[config.mk]
export PLATFORM = sky130hd
export DESIGN_NAME = simmem_wresp_bank
export DESIGN_NICKNAME = d
export VERILOG_FILES = /design/src/rtl/simmem_wresp_bank.sv
export SDC_FILE = /design/constraint.sdc
export NUM_CORES = 1
export LEC_CHECK = 0
export ABC_AREA = 0
export BUFFER_PORTS_ARGS = -buffer_cell sky130_fd_sc_hd__buf_4
export CORE_MARGIN = 2
export CORE_UTILIZATION = 40
export CTS_CLUSTER_SIZE = 24
export DETAILED_ROUTE_END_ITERATION = 6
export SLEW_MARGIN = 40
export SYNTH_ARGS = -nofsm -noshare
export SYNTH_HDL_FRONTEND = slang
export SYNTH_SLANG_ARGS = --single-unit
[constraint.sdc]
create_clock -name clk_i -period 6.8 [get_ports clk_i]
set_input_delay 1.02 -clock clk_i [delete_from_list [all_inputs] [get_ports clk_i]]
set_output_delay 1.02 -clock clk_i [all_outputs]
set_load 0.005 [all_outputs]
[src/rtl/simmem_wresp_bank.sv]
`default_nettype none
// ============================================================================
// Module   : simmem_wresp_bank
// Brief    : Write-response bank; reserves iids, buffers responses per slot and
//            releases them oldest-first under per-slot enables. Optional output
//            register enabled by defining SIMMEM_WRESP_BANK_OUT_REG_EN.
// Revision : 1.0 - initial release
// ============================================================================
module simmem_wresp_bank #(
  parameter int Capacity     = 16,
  parameter int IdWidth      = 4,
  parameter int PayloadWidth = 2
) (
  input  logic                        clk_i,
  input  logic                        rst_ni,
  input  logic [IdWidth-1:0]          rsv_id_i,
  input  logic                        rsv_valid_i,
  output logic                        rsv_ready_o,
  output logic [$clog2(Capacity)-1:0] rsv_iid_o,
  input  logic [IdWidth-1:0]          in_id_i,
  input  logic [PayloadWidth-1:0]     in_payload_i,
  input  logic                        in_valid_i,
  output logic                        in_ready_o,
  input  logic [Capacity-1:0]         release_en_onehot_i,
  output logic [IdWidth-1:0]          out_id_o,
  output logic [PayloadWidth-1:0]     out_payload_o,
  output logic                        out_valid_o,
  input  logic                        out_ready_i,
  output logic [Capacity-1:0]         released_addr_onehot_o
);

  localparam int IidWidth = $clog2(Capacity);

  typedef enum logic [1:0] {
    SLOT_FREE     = 2'd0,
    SLOT_RESERVED = 2'd1,
    SLOT_FILLED   = 2'd2
  } slot_state_e;

  slot_state_e             state_q   [Capacity];
  slot_state_e             state_d   [Capacity];
  logic [IdWidth-1:0]      id_q      [Capacity];
  logic [IdWidth-1:0]      id_d      [Capacity];
  logic [PayloadWidth-1:0] payload_q [Capacity];
  logic [PayloadWidth-1:0] payload_d [Capacity];
  logic [Capacity-1:0]     age_q     [Capacity];
  logic [Capacity-1:0]     age_d     [Capacity];

  logic [Capacity-1:0]     free_mask;
  logic [Capacity-1:0]     cand_mask;
  logic [Capacity-1:0]     elig_mask;
  logic [Capacity-1:0]     rsv_onehot;
  logic [Capacity-1:0]     fill_onehot;
  logic [Capacity-1:0]     elig_oldest;
  logic [Capacity-1:0]     rel_onehot;
  logic [IdWidth-1:0]      sel_id;
  logic [PayloadWidth-1:0] sel_payload;
  logic                    rsv_hs;
  logic                    in_hs;

  always_comb begin
    free_mask = '0;
    cand_mask = '0;
    elig_mask = '0;
    for (int i = 0; i < Capacity; i++) begin
      free_mask[i] = (state_q[i] == SLOT_FREE);
      cand_mask[i] = (state_q[i] == SLOT_RESERVED) && (id_q[i] == in_id_i);
      elig_mask[i] = (state_q[i] == SLOT_FILLED) && release_en_onehot_i[i];
    end
  end

  always_comb begin
    rsv_onehot = '0;
    rsv_iid_o  = '0;
    for (int i = Capacity - 1; i >= 0; i--) begin
      if (free_mask[i]) begin
        rsv_onehot    = '0;
        rsv_onehot[i] = 1'b1;
        rsv_iid_o     = IidWidth'(i);
      end
    end
  end

  assign rsv_ready_o = |free_mask;
  assign in_ready_o  = |cand_mask;
  assign rsv_hs      = rsv_valid_i & rsv_ready_o;
  assign in_hs       = in_valid_i & in_ready_o;

  // A slot is the oldest of a set when none of its older slots is in the set.
  always_comb begin
    fill_onehot = '0;
    elig_oldest = '0;
    sel_id      = '0;
    sel_payload = '0;
    for (int i = 0; i < Capacity; i++) begin
      fill_onehot[i] = cand_mask[i] && ((age_q[i] & cand_mask) == '0);
      elig_oldest[i] = elig_mask[i] && ((age_q[i] & elig_mask) == '0);
      if (elig_oldest[i]) begin
        sel_id      = id_q[i];
        sel_payload = payload_q[i];
      end
    end
  end

`ifdef SIMMEM_WRESP_BANK_OUT_REG_EN
  logic                    oreg_valid_q, oreg_valid_d;
  logic [IdWidth-1:0]      oreg_id_q, oreg_id_d;
  logic [PayloadWidth-1:0] oreg_payload_q, oreg_payload_d;
  logic                    pop;

  always_comb begin
    pop            = (|elig_mask) && (!oreg_valid_q || out_ready_i);
    oreg_valid_d   = oreg_valid_q;
    oreg_id_d      = oreg_id_q;
    oreg_payload_d = oreg_payload_q;
    if (pop) begin
      oreg_valid_d   = 1'b1;
      oreg_id_d      = sel_id;
      oreg_payload_d = sel_payload;
    end else if (out_ready_i) begin
      oreg_valid_d   = 1'b0;
    end
    rel_onehot = pop ? elig_oldest : '0;
  end

  always_ff @(posedge clk_i or negedge rst_ni) begin
    if (!rst_ni) begin
      oreg_valid_q   <= 1'b0;
      oreg_id_q      <= '0;
      oreg_payload_q <= '0;
    end else begin
      oreg_valid_q   <= oreg_valid_d;
      oreg_id_q      <= oreg_id_d;
      oreg_payload_q <= oreg_payload_d;
    end
  end

  assign out_valid_o   = oreg_valid_q;
  assign out_id_o      = oreg_id_q;
  assign out_payload_o = oreg_payload_q;
`else
  always_comb begin
    out_valid_o   = |elig_mask;
    out_id_o      = sel_id;
    out_payload_o = sel_payload;
    rel_onehot    = (out_valid_o && out_ready_i) ? elig_oldest : '0;
  end
`endif

  assign released_addr_onehot_o = rel_onehot;

  // Released and filled slots are never free, so the reserved slot cannot collide.
  always_comb begin
    for (int i = 0; i < Capacity; i++) begin
      state_d[i]   = state_q[i];
      id_d[i]      = id_q[i];
      payload_d[i] = payload_q[i];
      age_d[i]     = age_q[i];
      if (rel_onehot[i]) begin
        state_d[i] = SLOT_FREE;
      end
      if (in_hs && fill_onehot[i]) begin
        state_d[i]   = SLOT_FILLED;
        payload_d[i] = in_payload_i;
      end
      if (rsv_hs && rsv_onehot[i]) begin
        state_d[i] = SLOT_RESERVED;
        id_d[i]    = rsv_id_i;
        age_d[i]   = ~free_mask;
      end
      age_d[i] = age_d[i] & ~rel_onehot;
    end
  end

  always_ff @(posedge clk_i or negedge rst_ni) begin
    if (!rst_ni) begin
      for (int i = 0; i < Capacity; i++) begin
        state_q[i]   <= SLOT_FREE;
        id_q[i]      <= '0;
        payload_q[i] <= '0;
        age_q[i]     <= '0;
      end
    end else begin
      for (int i = 0; i < Capacity; i++) begin
        state_q[i]   <= state_d[i];
        id_q[i]      <= id_d[i];
        payload_q[i] <= payload_d[i];
        age_q[i]     <= age_d[i];
      end
    end
  end

endmodule
`default_nettype wire

==> results.yml <==
place:
  dpl_cell_area_mm2: 0.0217
  dp_hpwl_um: 65600
  routabilityCongestion: 1.03
  io_buffers: 59
power:
  finalPower_mw: 10.7
  power_density_mw_per_mm2: 457
  leakage_nw: 10.1
  vdd_ir_drop_max_mv: 0.257
routing:
  detail_route.wl_per_cell_um: 35.3
  routed.top_layer: "met5"
  wirelength_um: 97700
  met2_length_um: 40200
  met3WireLength_um: 11900
  vias_per_cell: 6.82
  antenna_left: 0
  drcViolationCount: 8
  via_count: 18900
  first_iter_violations: 2827
  firstDrtPassIters: 7
  wl_met1_um: 39200
synthesis:
  synth-seq-cells: 384
  ys.flop_type: "dfrtp_1"
  syn_nets: 2074
  synth_edf_count: 0
  synth_top_cell_area_share_pct: 46.7
  synth-async-reset-ratio_pct: 100
  yosysSeqAreaShare_pct: 46.7
  yosysWarnings: 0
  yosys.cell_types.count: 78
  synth.largest_area_cell: "dfrtp_1"
  ys_top_cells_by_area: "dfrtp_1 (47%), nor2_1 (7.0%), a211oi_1 (4.5%)"
  netlist_area_mm2: 0.0206
  syn_avg_cell_area_um2: 10.1
  synth_cells: 2043
finish:
  area_delta_synth_final_pct: 13.6
  final_area_mm2: 0.0234
  fin_nets: 2079
  drive_gt1_share_pct: 17.3
  multiInputGateArea_mm2: 0.00984
  fin_util_pct: 45.8
  n_fill_cell: 4875
  seq_area_mm2: 0.00961
grt:
  overflow: 0
  antenna_found_initial: 3
  grt_max_degree: 139
  grt_pass1_vias: 18100
  grt_pass1_wl_um: 138000
  grtUsageTotal_pct: 36.3
critical_path:
  crit_type: "flip-flop to output pin"
  cp_max_fo: 14
  startpoint_type: "flip-flop"
  cp.required_ns: 5.78
  worstPathArrival_ns: 4.59
  setup.worst_path.end_class: "output pin"
timing:
  rsz0062_at_grt: "no"
  timing.final.crit_share_pct: 82.5
  finalClockSkew_ns: 0.0238
  relSlewSlack_pct: 37.1
  hold_ws_ns: 0.331
  setup_tns_ns: 0
  final_max_slew_viol_count: 0
  fmax_mhz: 178
  worst_pin_slew_ns: 0.944
  period_minus_slack_ns: 5.61
  finalHoldViolations: 0
  setup_viol: 0
floorplan:
  core_area_mm2: 0.0511
  row_count: 83
  die_w_um: 231
  ios: 60
  initial_core_util_pct: 40.3
  die-area_mm2: 0.0533
  die_h_um: 231
clock_tree:
  cts_resized: 0
  numCtsBuffers: 45
  ctsHoldBuffers: 0
  clock-sinks: 384
  clock_path_buffers: 3
  clk_pin_slew_ns: 0.06
  postCtsSetupBuffers: 0
  root_buffer: "clkbuf_16"
  cts_tree: "yes"
  clock_latency_ns: 0.61
  htreeDepth: 2
outcome:
  status: "finished with violations"
  violations: "DRC"
run:
  maxCapViolations: 0
min_path:
  holdCritPathClass: "primary input to asynchronous set/reset pin"
## cells in the final DEF, fill, tap and decap left out, drive strengths merged, types with 7 or more instances in the layout
cell type | synthesis | routed
a21o | 16 | 16
nand3 | 14 | 14
nor4 | 30 | 30
and3 | 13 | 13
nand3b | 13 | 13
nor2b | 23 | 23
a21oi | 19 | 19
nand4 | 25 | 25
xnor2 | 21 | 21
buf | 101 | 137
and4b | 42 | 42
a222oi | 13 | 13
nor3 | 22 | 22
o2111ai | 27 | 27
nand4b | 78 | 78
nand2 | 94 | 94
and4 | 10 | 10
and3b | 16 | 16
a221oi | 46 | 46
a2111o | 12 | 12
nor2 | 387 | 387
bufinv | 0 | 7
o21ai | 43 | 43
a22o | 42 | 42
mux2 | 77 | 77
a211oi | 132 | 132
xor2 | 22 | 22
dfrtp | 384 | 384
o22ai | 14 | 14
clkbuf | 78 | 69
inv | 79 | 83
a22oi | 77 | 77
## area by class of cell
type	instances	share of cell area, %
flip-flops and latches	384	41.1
inverters	79	1.27
well taps	680	3.64
clock inverters	15	1.29
repair buffers	137	4.82
multi-input cells	1401	42.1
clock buffers	69	5.80
diodes	3	0.0321
## kinds of logic after synthesis
group	count (synthesis)	synth area share (%)
multiplexers	82	4.46
AO/OA/AOI/OAI	472	17.9
buffers and inverters	258	5.88
AND/OR/NAND/NOR	804	23.2
XOR/XNOR	43	1.83
flip-flops	384	46.7
## report_power, final
| part | total, mW | switching, mW | internal [mW] |
|---|---|---|---|
| Clock | 2.71 | 1.06 | 1.66 |
| Sequential | 4.25 | 1.17 | 3.08 |
| Combinational | 3.73 | 2.34 | 1.39 |
## metal layers
layer | up-vias | track usage, %
li1 | 7548 | -
met1 | 9373 | 49.1
met2 | 1508 | 52.4
met3 | 442 | 11.1
met4 | 6 | 18.3
met5 | - | 0.551
## synthesized netlist by cell type (14+ instances only)
library cell	n
a211oi_1	124
a21o_1	16
a21oi_1	19
a221oi_1	46
a22o_1	42
a22oi_1	77
and3b_1	16
and4b_1	42
buf_2	74
clkbuf_1	77
dfrtp_1	384
inv_1	76
mux2_2	74
nand2_1	94
nand4_1	14
nand4b_1	78
nor2_1	384
nor2b_1	22
nor3_1	16
nor4_1	14
o2111ai_1	27
o21ai_0	39
xnor2_1	21
xor2_1	22
## state kept, by name, indices dropped and copies added (netlist names)
name and count:
id_q 64, payload_q 32, state_q 32, age_q 256
## final timing paths
path                            depth (start not counted)  slack (ns)                       from                        end
worst min register to register                          1        0.51  payload_q[14]$_DFFE_PN0P_  payload_q[14]$_DFFE_PN0P_
max in group asynchronous                               3        5.30                     rst_ni       age_q[205]$_DFF_PN0_
worst max-delay path                                    9        1.19     state_q[0]$_DFFE_PN0P_           out_payload_o[0]
min in group clk_i                                      1        0.51  payload_q[14]$_DFFE_PN0P_  payload_q[14]$_DFFE_PN0P_
worst min-delay path                                    1        0.33                     rst_ni       id_q[27]$_DFFE_PN0P_
worst max register to register                         10        2.65     state_q[2]$_DFFE_PN0P_       age_q[204]$_DFF_PN0_
## critical path, cell delays in order (launching register included)
cell and delay (ns):
dfrtp_1 0.74, and3b_1 0.57, a2111o_1 0.58, nor4_4 0.59, and2b_1 0.32, a22oi_1 0.19
a211oi_1 0.10, o31ai_1 0.50, a21oi_1 0.20, buf_4 0.17
## metrics by stage
step	setup WS, ns	instances
after floorplan	2.65	2043
after global placement	1.59	2674
after detailed placement	1.55	2678
after CTS	1.30	2762
after global routing	1.17	2765
final	1.19	2768
No activity file was read; power rests on OpenSTA's default activity.
